**config.mk**
```make
export PLATFORM = sky130hd
export DESIGN_NAME = bus_slave_mem
export DESIGN_NICKNAME = d
export VERILOG_FILES = /design/src/rtl/bus_slave_mem.sv
export SDC_FILE = /design/constraint.sdc
export NUM_CORES = 1
export LEC_CHECK = 0
export ABC_CLOCK_PERIOD_IN_PS = 3550
export BUFFER_PORTS_ARGS = -buffer_cell sky130_fd_sc_hd__buf_4
export CORE_ASPECT_RATIO = 1.25
export CORE_MARGIN = 2
export CORE_UTILIZATION = 35
export CTS_BUF_LIST = sky130_fd_sc_hd__clkbuf_8
export DETAILED_ROUTE_END_ITERATION = 16
export GPL_TIMING_DRIVEN = 1
export PLACE_DENSITY = 0.51
export SYNTH_ARGS = -nofsm -noshare
export SYNTH_HDL_FRONTEND = slang
export SYNTH_SLANG_ARGS = --single-unit
```
**constraint.sdc**
```tcl
create_clock -name clk -period 3.55 [get_ports clk]
set_clock_uncertainty 0.2 [all_clocks]
set_input_delay 0.71 -clock clk [delete_from_list [all_inputs] [get_ports clk]]
set_output_delay 0.71 -clock clk [all_outputs]
set_load 0.03 [all_outputs]
```
**src/rtl/bus_slave_mem.sv**
```systemverilog
// -----------------------------------------------------------------------------
// bus_slave_mem
//
// Memory-backed responder for one req/ack slave port of the crossbar. It
// accepts a held single-word read or write request, waits a programmable
// number of cycles, pulses ack for one cycle and presents read data in the
// cycle after ack.
//
// Parameters:
//   DEPTH_LOG2  - log2 of memory depth in 32-bit words
//   WAIT_CYCLES - fixed wait states between acceptance and ack (0..15)
//
// Ports:
//   clk    - clock, all logic on the rising edge
//   reset  - synchronous, active-high reset (also clears the memory)
//   req    - transfer request, held by the crossbar until ack
//   addr   - byte address; word index = addr[DEPTH_LOG2+1:2]
//   cmd    - 1 = write, 0 = read
//   wdata  - write data, valid with req when cmd = 1
//   ack    - one-cycle completion pulse
//   rdata  - read data, valid in the cycle after a read ack
//
// Build option:
//   BUS_SLAVE_MEM_RAND_WAIT_EN - when defined, an 8-bit LFSR adds 0..3 extra
//   wait states per transfer on top of WAIT_CYCLES.
// -----------------------------------------------------------------------------
module bus_slave_mem #(
    parameter int DEPTH_LOG2  = 4,
    parameter int WAIT_CYCLES = 0
) (
    input  logic        clk,
    input  logic        reset,
    input  logic        req,
    input  logic [31:0] addr,
    input  logic        cmd,
    input  logic [31:0] wdata,
    output logic        ack,
    output logic [31:0] rdata
);

    localparam int DEPTH = 1 << DEPTH_LOG2;
    localparam logic [4:0] WAIT_LD = 5'(WAIT_CYCLES);

    typedef enum logic [1:0] {
        ST_IDLE,
        ST_WAIT,
        ST_ACK,
        ST_RESP
    } state_e;

    state_e                  state_q, state_d;
    logic [4:0]              cnt_q, cnt_d;
    logic [DEPTH_LOG2-1:0]   idx_q, idx_d;
    logic                    wr_q, wr_d;
    logic [31:0]             wdata_q, wdata_d;
    logic [31:0]             rdata_q, rdata_d;
    logic [31:0]             mem_q [DEPTH];

    logic                    mem_we;
    logic [DEPTH_LOG2-1:0]   mem_widx;
    logic [31:0]             mem_wdata;
    logic [4:0]              extra;
    logic [DEPTH_LOG2-1:0]   addr_idx;
    logic                    addr_unused;

    assign addr_idx    = addr[DEPTH_LOG2+1:2];
    // Upper address bits and the byte offset alias onto the same word.
    assign addr_unused = ^{addr[31:DEPTH_LOG2+2], addr[1:0]};

`ifdef BUS_SLAVE_MEM_RAND_WAIT_EN
    logic [7:0] lfsr_q, lfsr_d;
    logic       lfsr_fb;

    // Fibonacci LFSR, x^8 + x^6 + x^5 + x^4 + 1, shifting toward the MSB.
    assign lfsr_fb = lfsr_q[7] ^ lfsr_q[5] ^ lfsr_q[4] ^ lfsr_q[3];
    // Extra waits use the value before this acceptance's step.
    assign extra   = {3'b000, lfsr_q[1:0]};
`else
    assign extra   = 5'd0;
`endif

    // NOTE: every signal assigned here gets a default first, so no path
    // leaves one unassigned and no latch is inferred.
    always_comb begin
        state_d   = state_q;
        cnt_d     = cnt_q;
        idx_d     = idx_q;
        wr_d      = wr_q;
        wdata_d   = wdata_q;
        rdata_d   = rdata_q;
        mem_we    = 1'b0;
        mem_widx  = idx_q;
        mem_wdata = wdata_q;
`ifdef BUS_SLAVE_MEM_RAND_WAIT_EN
        lfsr_d    = lfsr_q;
`endif

        case (state_q)
            ST_IDLE: begin
                if (req) begin
                    idx_d   = addr_idx;
                    wr_d    = cmd;
                    wdata_d = wdata;
                    cnt_d   = WAIT_LD + extra;
`ifdef BUS_SLAVE_MEM_RAND_WAIT_EN
                    lfsr_d  = {lfsr_q[6:0], lfsr_fb};
`endif
                    if (cnt_d == 5'd0) begin
                        // Zero waits: commit straight from the bus, since
                        // the latched copies only appear after this edge.
                        state_d   = ST_ACK;
                        mem_we    = cmd;
                        mem_widx  = addr_idx;
                        mem_wdata = wdata;
                    end else begin
                        state_d = ST_WAIT;
                    end
                end
            end

            ST_WAIT: begin
                cnt_d = cnt_q - 5'd1;
                if (cnt_q == 5'd1) begin
                    // Write lands on the same edge that raises ack.
                    state_d = ST_ACK;
                    mem_we  = wr_q;
                end
            end

            ST_ACK: begin
                state_d = ST_RESP;
                if (!wr_q) begin
                    rdata_d = mem_q[idx_q];
                end
            end

            ST_RESP: begin
                // req may still be high here; it is deliberately ignored.
                state_d = ST_IDLE;
            end

            default: state_d = ST_IDLE;
        endcase
    end

    // NOTE: sequential state uses non-blocking assignments so every flop
    // samples its pre-edge inputs regardless of statement order.
    always_ff @(posedge clk) begin
        if (reset) begin
            state_q <= ST_IDLE;
            cnt_q   <= 5'd0;
            idx_q   <= '0;
            wr_q    <= 1'b0;
            wdata_q <= 32'd0;
            rdata_q <= 32'd0;
`ifdef BUS_SLAVE_MEM_RAND_WAIT_EN
            lfsr_q  <= 8'hA5;
`endif
            // NOTE: the memory must read as zero after reset, so it is built
            // from resettable flops rather than a RAM macro.
            for (int i = 0; i < DEPTH; i++) begin
                mem_q[i] <= 32'd0;
            end
        end else begin
            state_q <= state_d;
            cnt_q   <= cnt_d;
            idx_q   <= idx_d;
            wr_q    <= wr_d;
            wdata_q <= wdata_d;
            rdata_q <= rdata_d;
`ifdef BUS_SLAVE_MEM_RAND_WAIT_EN
            lfsr_q  <= lfsr_d;
`endif
            if (mem_we) begin
                mem_q[mem_widx] <= mem_wdata;
            end
        end
    end

    assign ack   = (state_q == ST_ACK);
    assign rdata = rdata_q;

endmodule
```
==> impl_results.md, run 1 <==
* Clock Power Share at 35.3%
* Slowest stage cell, crit path: a32o_1
* Share of the synthesized area in the top cell type at 61.0%
* Post-DR wirelength/cell at 25.1 um
* Layout cells sized above 1 at 22.6%
* Post-synth net total at 1906
* Initial Util at 35.1%
* Warnings from Yosys at 0
* Critical path type: flop to flop
* CP bufs+invs at 1
* TNS Setup at 0 ps
* CTS tree: done
* Critical path endpoint category: flop
* CTS root buffer: clkbuf_8
* Area leader, netlist: edfxtp_1
* Detailed Routing Iterations Pass 1 at 4
* Die Height at 304 um
* RR Endpoint: mem_q[14][7]
* Vias in the first global route at 16900
* CP Launch Type: flop
* Worst-Margin Slew at 877 ps
* Vias per Instance at 5.28
* Row cnt at 110
* Part of the power in registers at 53.2%
* Final design utilization at 40.7%
* Die Wd at 244 um
* CP top delay family: compound AO/OA/AOI/OAI gates
* Area grow syn2layout at 15.9%
* Fraction of registers with async set/reset at 0%
* Worst slack, placed at 287 ps
* RSZ-0062 raised after global routing: false
* Initial DRC Count at 1274
* Worst path max stage delay at 410 ps
* Max_cap viols at 0
* Synth unique cells at 42
* Combinational share of power at 11.5%
* Cts repair resizes at 0
* Post-synth EDFFs at 512
* Post-CTS setup buffer count at 0
* Count leader, synth: nor2_1
* Nets at 2030
* Net Sw Power at 3.91 mW
* All-Layer GR Usage at 20.3%
* Max-slew violations at 0
* Reg2reg setup slack at 680 ps
* Leak Pwr at 9.81 nW
* Most common flop cell mapped by yosys: edfxtp_1
* Critical path startpoint: cnt_q[0]
* Outcome: complete, no violations
* Critical path depth at 6
* Synth Instances at 1836
* RePlAce Congestion at 0.774
* Post-DP HPWL at 43800 um
* Remaining DRCs at 0
* Power Dens Cells at 510 nW/um2
* Reg2Reg Launch Point: cnt_q[0]
* Hold Slack at 92.2 ps
* Area of the mapped netlist at 25200 um2
* CP max FO at 22
* WP data arrival at 3050 ps
* Max_slew headroom at 41.5%
* Net Sw Frac at 26.2%
* # IOs at 101
* GRT Residual Overflow at 0
* Crit path required time at 3730 ps
* Synth cell count leaders: 536 x nor2_1, 512 x edfxtp_1, 134 x nand2_1
* Largest net degree at the start of global routing at 79
* R2R depth at 6
* Syn Area/Cell at 13.7 um2
* Largest cells by area after synthesis: edfxtp_1 61%, mux4_2 8.6%, nor2_1 8.0%, dfxtp_1 6.0%, mux2i_1 2.9%
* Count of final setup violators at 0
* Cell Chain, Critical Path: ha_1 -> nor4b_2 -> a32o_1 -> and2_1 -> a31o_2 -> buf_12
* Quantity of hold-fixing buffers added after cts at 0
* Post-Place Cells at 2816
* Htree depth at 3
* Crit path to: mem_q[14][7]
* Die area at 74200 um2
* Initial antenna violation count at 1
* Final period utilization at 80.9%
* Clock Latency Late Sink at 700 ps
* Final Cell Area at 29200 um2
* Fmax at 348 MHz
* Core area at 71700 um2
* Cts bufs inserted at 94
* Final Non-Filler Cells at 2988
* Int Pwr at 11.0 mW
* Total vias in the final route at 15800
* Total Power at 14.9 mW
* Clk slew on worst S/H paths at 60 ps
* Final WL at 74900 um
* Placed cell area at 27500 um2
* CTS Buffer Depth at 3
* Synth Register Bits at 588
* Clk sinks at 588
* Final hold viol count at 0
* Final WS setup at 679 ps
* First-pass GRT wire length at 110000 um
* HP Class: input pin to flop
* Peak supply drop at 0.215 mV
* Tmin final at 2870 ps
* IO buf count at 72
* Sequential area share after synthesis at 67.1%
* Post-route ant nets at 0
## power by group through the flow
stage | clock network [mW] | registers, mW | logic [mW]
floorplan | 0 | 8.06 | 0.970
global placement | 0 | 8.06 | 1.73
detailed placement | 0 | 8.08 | 1.74
CTS | 5.40 | 7.94 | 1.74
global route | 5.67 | 7.96 | 1.82
finish | 5.26 | 7.93 | 1.72
## layer usage
| metal | part of all wire, % | wire (um) | track usage, % |
|---|---|---|---|
| met1 | 40 | 30300 | 25.3 |
| met2 | 51 | 38600 | 35.5 |
| met3 | 5.3 | 3990 | 3.17 |
| met4 | 2.8 | 2120 | 7.71 |
| met5 | 0 | 0 | 0 |
## kinds of logic after synthesis
group                    synth area share (%)
buffers and inverters                    2.65
AO/OA/AOI/OAI                            3.37
AND/OR/NAND/NOR                          12.2
flip-flops                               67.1
adder cells (fa/ha/maj)                0.0993
multiplexers                             14.6
## sequential cells by signal, indices dropped and copies added (netlist names)
name     count
cnt_q        5
wdata_q     32
rdata       32
mem_q      512
idx_q        4
state_q      2
wr_q         1
## worst min path at each step
| stage | depth (start not counted) | endpoint | start | slack (ps) |
|---|---|---|---|---|
| after floorplan | 2 | cnt_q[4] | cnt_q[4] | 250 |
| after global placement | 2 | rdata[26] | rdata[26] | 280 |
| after detailed placement | 2 | rdata[4] | rdata[4] | 270 |
| after CTS | 3 | wr_q | cmd | 40 |
| after global routing | 3 | idx_q[3] | addr[5] | 90 |
| final | 3 | wr_q | cmd | 90 |
## cells in the final DEF (no fill, tap or decap), drive strengths merged, types with 3 or more instances in the layout
cell and n:
nand2b 30, clkinv 21, clkbuf 98, nor2 536, nand2 134, a31o 16
mux4 96, inv 53, edfxtp 512, a22oi 24, o22ai 9, dfxtp 76
and2 33, a32oi 23, clkinvlp 3, o21ai 23, a21oi 5, mux2i 77
mux2 63, a221o 9, buf 162, nor2b 4, nor3 10
## cell type report
| cell class | instances | area, um2 |
|---|---|---|
| repair buffers | 162 | 1730 |
| inverters | 4 | 15.0 |
| fillers | 6718 | 42500 |
| diodes | 1 | 2.50 |
| flip-flops and latches | 588 | 16900 |
| clock buffers | 98 | 1350 |
| multi-input cells | 1110 | 7690 |
| clock inverters | 73 | 313 |
| well taps | 952 | 1190 |
## worst reg2reg max path, cell delays in order, from the launching register on
cell	delay, ps
dfxtp_1	380
ha_1	160
nor4b_2	380
a32o_1	410
and2_1	380
a31o_2	360
buf_12	250
(Power assumes the default switching activity.)
==> run 2, diff against run 1 <==
--- a/config.mk
+++ b/config.mk
@@ -5,7 +5,7 @@
 export SDC_FILE = /design/constraint.sdc
 export NUM_CORES = 1
 export LEC_CHECK = 0
-export ABC_CLOCK_PERIOD_IN_PS = 3550
+export ABC_CLOCK_PERIOD_IN_PS = 2650
 export BUFFER_PORTS_ARGS = -buffer_cell sky130_fd_sc_hd__buf_4
 export CORE_ASPECT_RATIO = 1.25
 export CORE_MARGIN = 2
==> constraint.sdc (replaced) <==
create_clock -name clk -period 2.65 [get_ports clk]
set_clock_uncertainty 0.2 [all_clocks]
set_input_delay 0.53 -clock clk [delete_from_list [all_inputs] [get_ports clk]]
set_output_delay 0.53 -clock clk [all_outputs]
set_load 0.03 [all_outputs]
==> run 2 against run 1 <==
- sequential share of layout area fell by 2.2 points
- sequential power rose by 34%
- clock power rose by 47%
- critical path type is now input pin to flop
- largest cell class unchanged
- largest power group unchanged
==> impl_results.md, run 2 (synthesis results as in run 1) <==
* Outcome: complete, no violations
* Cell Chain, Critical Path: dlygate4sd3_1 -> buf_4 -> nor3b_2 -> buf_4 -> buf_12 -> mux2i_4 -> a31o_2 -> buf_4
* Placed cell area at 28400 um2
* Count of final setup violators at 0
* Commonest non-fill, non-tap cell in the layout: nor2_1
* Layout cells sized above 1 at 25.8%
* Total vias in the final route at 16100
* # IOs at 101
* CTS tree: done
* Clock Latency Late Sink at 720 ps
* Reg2reg setup slack at 140 ps
* Row cnt at 110
* Detailed Routing Iterations Pass 1 at 5
* Tmin final at 2580 ps
* Post-DP HPWL at 48100 um
* Critical path type: input pin to flop
* IO buf count at 72
* Initial Util at 35.1%
* Fmax at 388 MHz
* Vias in the first global route at 17000
* CP Launch Type: input pin
* Cts bufs inserted at 94
* Post-Place Cells at 2875
* Leak Pwr at 10.4 nW
* All-Layer GR Usage at 20.8%
* Final Cell Area at 30400 um2
* Critical path endpoint category: flop
* WP data arrival at 2770 ps
* Htree depth at 3
* First-pass GRT wire length at 112000 um
* Post-route ant nets at 0
* Remaining DRCs at 0
* RSZ-0062 raised after global routing: false
* Final design utilization at 42.3%
* Top reg by flops: mem_q
* Crit path required time at 2840 ps
* CP max FO at 8
* Hold Slack at 59.5 ps
* Initial antenna violation count at 2
* Largest net degree at the start of global routing at 37
* Initial DRC Count at 1289
* Core area at 71700 um2
* CTS Buffer Depth at 3
* Max-slew violations at 0
* GRT Residual Overflow at 0
* Die area at 74200 um2
* Max reg flops at 512
* Worst path most repeated cell: buf_4
* Peak supply drop at 0.351 mV
* Clk sinks at 588
* Most frequent cells in the layout: 535 x nor2_1, 512 x edfxtp_1, 146 x buf_4
* HP Class: input pin to flop
* Worst path max stage delay at 560 ps
* Final period utilization at 97.3%
* Die Height at 304 um
* Max_cap viols at 0
* Worst-Margin Slew at 493 ps
* Vias per Instance at 5.26
* Die Wd at 244 um
* Final hold viol count at 0
* RePlAce Congestion at 0.772
* Max_slew headroom at 67.1%
* Final Non-Filler Cells at 3061
* Slowest stage cell, crit path: dlygate4sd3_1
* CTS root buffer: clkbuf_8
* TNS Setup at 0 ps
* Clk slew on worst S/H paths at 60 ps
* Post-CTS setup buffer count at 0
* Area grow syn2layout at 20.5%
* Post-DR wirelength/cell at 25.0 um
* Power Dens Cells at 685 nW/um2
* Final WL at 76400 um
* Nets at 2096
-- run 2: changes by cell type in the layout (fill, tap and decap cells not counted), sizes merged --
cell | before | now
buf | 162 | 221
inv | 53 | 37
clkbuf | 98 | 111
clkinv | 21 | 28
dlygate4sd3 | 0 | 7
bufinv | 0 | 2
clkinvlp | 3 | 4
-- run 2: where the power goes --
| part | switching, mW | leakage (nW) | internal (mW) | total [mW] |
|---|---|---|---|---|
| clock | 3.71 | 1.08 | 4.01 | 7.72 |
| sequential | 0.169 | 5.91 | 10.4 | 10.6 |
| combinational | 1.48 | 3.39 | 0.967 | 2.45 |
-- run 2: worst max-delay path: cells and delay by family --
family	cells	cell delay [ps]
AOI/OAI and AO/OA	1	290
muxes	1	400
and+or+nand+nor	1	200
buffers and inverters	5	1340
-- run 2: area by class of cell --
class | count | area, um2
inverters | 4 | 15.0
fillers | 6606 | 41400
well taps | 952 | 1190
multi-input cells | 1110 | 7700
clock inverters | 67 | 339
diodes | 1 | 2.50
repair buffers | 228 | 2670
clock buffers | 111 | 1530
flip-flops and latches | 588 | 16900
-- run 2: final timing paths --
kind / endpoint / start / cells after the start
worst max-delay path: mem_q[5][1] / req / 8
worst min-delay path: wdata_q[12] / wdata[12] / 3
worst max register to register: mem_q[5][1] / cnt_q[1] / 8
worst min register to register: rdata[1] / rdata[1] / 2
-- run 2: repair_timing --
item,CTS,global route
endpoints found under the setup margin,0,376
hold endpoints to repair,11,0
hold buffers,7,0
resized for setup,0,2
-- run 2: layer usage --
layer  part of all wire (%)  GRT usage, %  wire [um]  vias to the layer above
met5                      0             0          0                        -
met4                    2.6          7.02       1990                        0
met3                    5.1          2.99       3910                      107
met2                     52          36.6      39400                      472
met1                     41          26.1      31100                     8428
li1                       -             -          -                     7086
-- run 2: per-stage QoR --
| step | power (mW) | setup WS [ps] |
|---|---|---|
| floorplan | 12.1 | -102 |
| global placement | 13.2 | -21.2 |
| detailed placement | 13.3 | -46.8 |
| CTS | 21.0 | 18.2 |
| global route | 21.5 | 8.76 |
| finish | 20.8 | 71.9 |
==> run 3, diff against run 2 <==
--- a/config.mk
+++ b/config.mk
@@ -5,7 +5,7 @@
 export SDC_FILE = /design/constraint.sdc
 export NUM_CORES = 1
 export LEC_CHECK = 0
-export ABC_CLOCK_PERIOD_IN_PS = 2650
+export ABC_CLOCK_PERIOD_IN_PS = 2300
 export BUFFER_PORTS_ARGS = -buffer_cell sky130_fd_sc_hd__buf_4
 export CORE_ASPECT_RATIO = 1.25
 export CORE_MARGIN = 2
@@ -13,7 +13,7 @@
 export CTS_BUF_LIST = sky130_fd_sc_hd__clkbuf_8
 export DETAILED_ROUTE_END_ITERATION = 16
 export GPL_TIMING_DRIVEN = 1
-export PLACE_DENSITY = 0.51
+export PLACE_DENSITY = 0.53
 export SYNTH_ARGS = -nofsm -noshare
 export SYNTH_HDL_FRONTEND = slang
 export SYNTH_SLANG_ARGS = --single-unit
==> constraint.sdc (replaced) <==
create_clock -name clk -period 2.3 [get_ports clk]
set_clock_uncertainty 0.2 [all_clocks]
set_input_delay 0.46 -clock clk [delete_from_list [all_inputs] [get_ports clk]]
set_output_delay 0.46 -clock clk [all_outputs]
set_load 0.03 [all_outputs]
==> run 3 against run 2 <==
- critical path depth unchanged
- critical path type is now flop to flop
- register-to-register slack got worse by 180 ps
- clock power grew 15%
- cell count rose by 3.1%
- non-clock buffer count rose by 94
- hold slack got worse by 1.2 ps
- via count is 3.7% higher
- the flow now finishes with violations (negative setup slack)
==> impl_results.md, run 3 (synthesis results as in run 1) <==
* Cell Chain, Critical Path: inv_2 -> ha_4 -> nor4b_4 -> a32o_2 -> nor2b_4 -> buf_8 -> a31o_4 -> buf_12
* Vias per Instance at 5.29
* CP Launch Type: flop
* WL met2 at 41600 um
* Htree depth at 3
* Final hold viol count at 0
* Max_slew headroom at 74.9%
* # IOs at 101
* Power Dens Cells at 745 nW/um2
* Total vias in the final route at 16700
* Clk slew on worst S/H paths at 60 ps
* Largest net degree at the start of global routing at 37
* Detailed Routing Iterations Pass 1 at 5
* Final WS setup at -39.5 ps
* Post-route ant nets at 0
* Layout cells sized above 1 at 32.2%
* Core area at 71700 um2
* Initial DRC Count at 1303
* Max-slew violations at 0
* Tmin final at 2340 ps
* Placed cell area at 29000 um2
* CTS tree: done
* Nets at 2191
* Initial antenna violation count at 2
* Clk sinks at 588
* Max reg flops at 512
* Area grow syn2layout at 29.8%
* Leak Pwr at 11.3 nW
* Die area at 74200 um2
* CTS Buffer Depth at 3
* Peak supply drop at 0.389 mV
* RePlAce Congestion at 0.766
* Final WL at 80400 um
* First-pass GRT wire length at 112000 um
* Most frequent cells in the layout: 512 x edfxtp_1, 463 x nor2_1, 140 x buf_4
* Row cnt at 110
* DR top layer: met4
* Final Non-Filler Cells at 3155
* Failing checks: negative setup slack
* Crit path required time at 2480 ps
* Die Wd at 244 um
* Remaining DRCs at 0
* Worst path max stage delay at 320 ps
* Critical path type: flop to flop
* Cts bufs inserted at 95
* Max_cap viols at 0
* Worst-Margin Slew at 376 ps
* RSZ-0062 raised after global routing: true
* IO buf count at 72
* Post-DR wirelength/cell at 25.5 um
* Initial Util at 35.1%
* Wire length on met3 at 4850 um
* Slowest stage cell, crit path: dfxtp_2
* HP Class: input pin to flop
* Top reg by flops: mem_q
* Post-Place Cells at 2896
* Metal-1 WL at 31300 um
* Outcome: finished with violations
* GRT Residual Overflow at 0
* TNS Setup at -1730 ps
* Final period utilization at 102%
* Final Cell Area at 32700 um2
* Clock Latency Late Sink at 700 ps
* CTS root buffer: clkbuf_8
* Commonest non-fill, non-tap cell in the layout: edfxtp_1
* All-Layer GR Usage at 20.6%
* Post-DP HPWL at 48200 um
* WP data arrival at 2520 ps
* Die Height at 304 um
* Final design utilization at 45.6%
* CP max FO at 12
* Critical path endpoint category: flop
* Worst slack, placed at -297 ps
* Fmax at 427 MHz
* Vias in the first global route at 17100
* Count of final setup violators at 136
* Filler cell count at 6337
[run 3: changes by cell type in the layout (fill, tap and decap cells not counted), sizes merged, moves of 2 or more]
cell | previous run | this run
buf | 221 | 265
clkbuf | 111 | 136
dlygate4sd3 | 7 | 30
clkinv | 28 | 30
clkinvlp | 4 | 2
[run 3: final timing paths]
path              from  cells after the start           end  slack, ps
max           cnt_q[1]                      8  mem_q[9][23]        -40
min          wdata[15]                      3   wdata_q[15]         60
max reg2reg   cnt_q[1]                      8  mem_q[9][23]        -40
min reg2reg  rdata[25]                      2     rdata[25]        280
[run 3: area by class of cell]
class | instances | area, um2 | area share, %
tap | 952 | 1190 | 3.64
sequential | 588 | 16900 | 51.7
inverter | 4 | 15.0 | 0.0459
clock inverter | 68 | 343 | 1.05
antenna | 1 | 2.50 | 0.00765
timing repair buffer | 322 | 4350 | 13.3
multi-input combinational | 1110 | 8390 | 25.6
clock buffer | 110 | 1510 | 4.63
[run 3: stage by stage]
step	power, mW	hold slack (ps)
after global placement	15.4	267
after global routing	25.2	48.0
after detailed placement	15.4	268
final	24.4	58.4
after CTS	24.3	10.9
after floorplan	14.0	252
[run 3: layer usage]
layer	vias to the layer above	GRT usage (%)
met2	648	36.6
met1	8580	25.6
met4	0	6.92
met3	139	3.02
li1	7316	-
met5	-	0
[run 3: power by group]
part | total, mW | switching, mW | leakage (nW) | internal, mW
Combinational | 3.27 | 1.87 | 4.30 | 1.40
Sequential | 12.2 | 0.194 | 5.92 | 12.0
Clock | 8.87 | 4.28 | 1.09 | 4.59
[run 3: repair_timing]
item                                   in CTS  in global routing
pin swaps                                   4                 62
resized for setup                          19                174
setup endpoints to repair                 963                548
hold buffers                               30                  0
cloned                                      2                 33
setup buffers                              14                  6
endpoints found under the hold margin      33                  0
[run 3: critical path, delay by kind of cell, from the launching register on]
| family | cells | cell delay [ps] |
|---|---|---|
| AO/OA/AOI/OAI | 2 | 590 |
| buffers and inverters | 3 | 410 |
| AND/OR/NAND/NOR | 2 | 390 |
| flip-flops | 1 | 320 |
| adder cells (fa/ha/maj) | 1 | 120 |
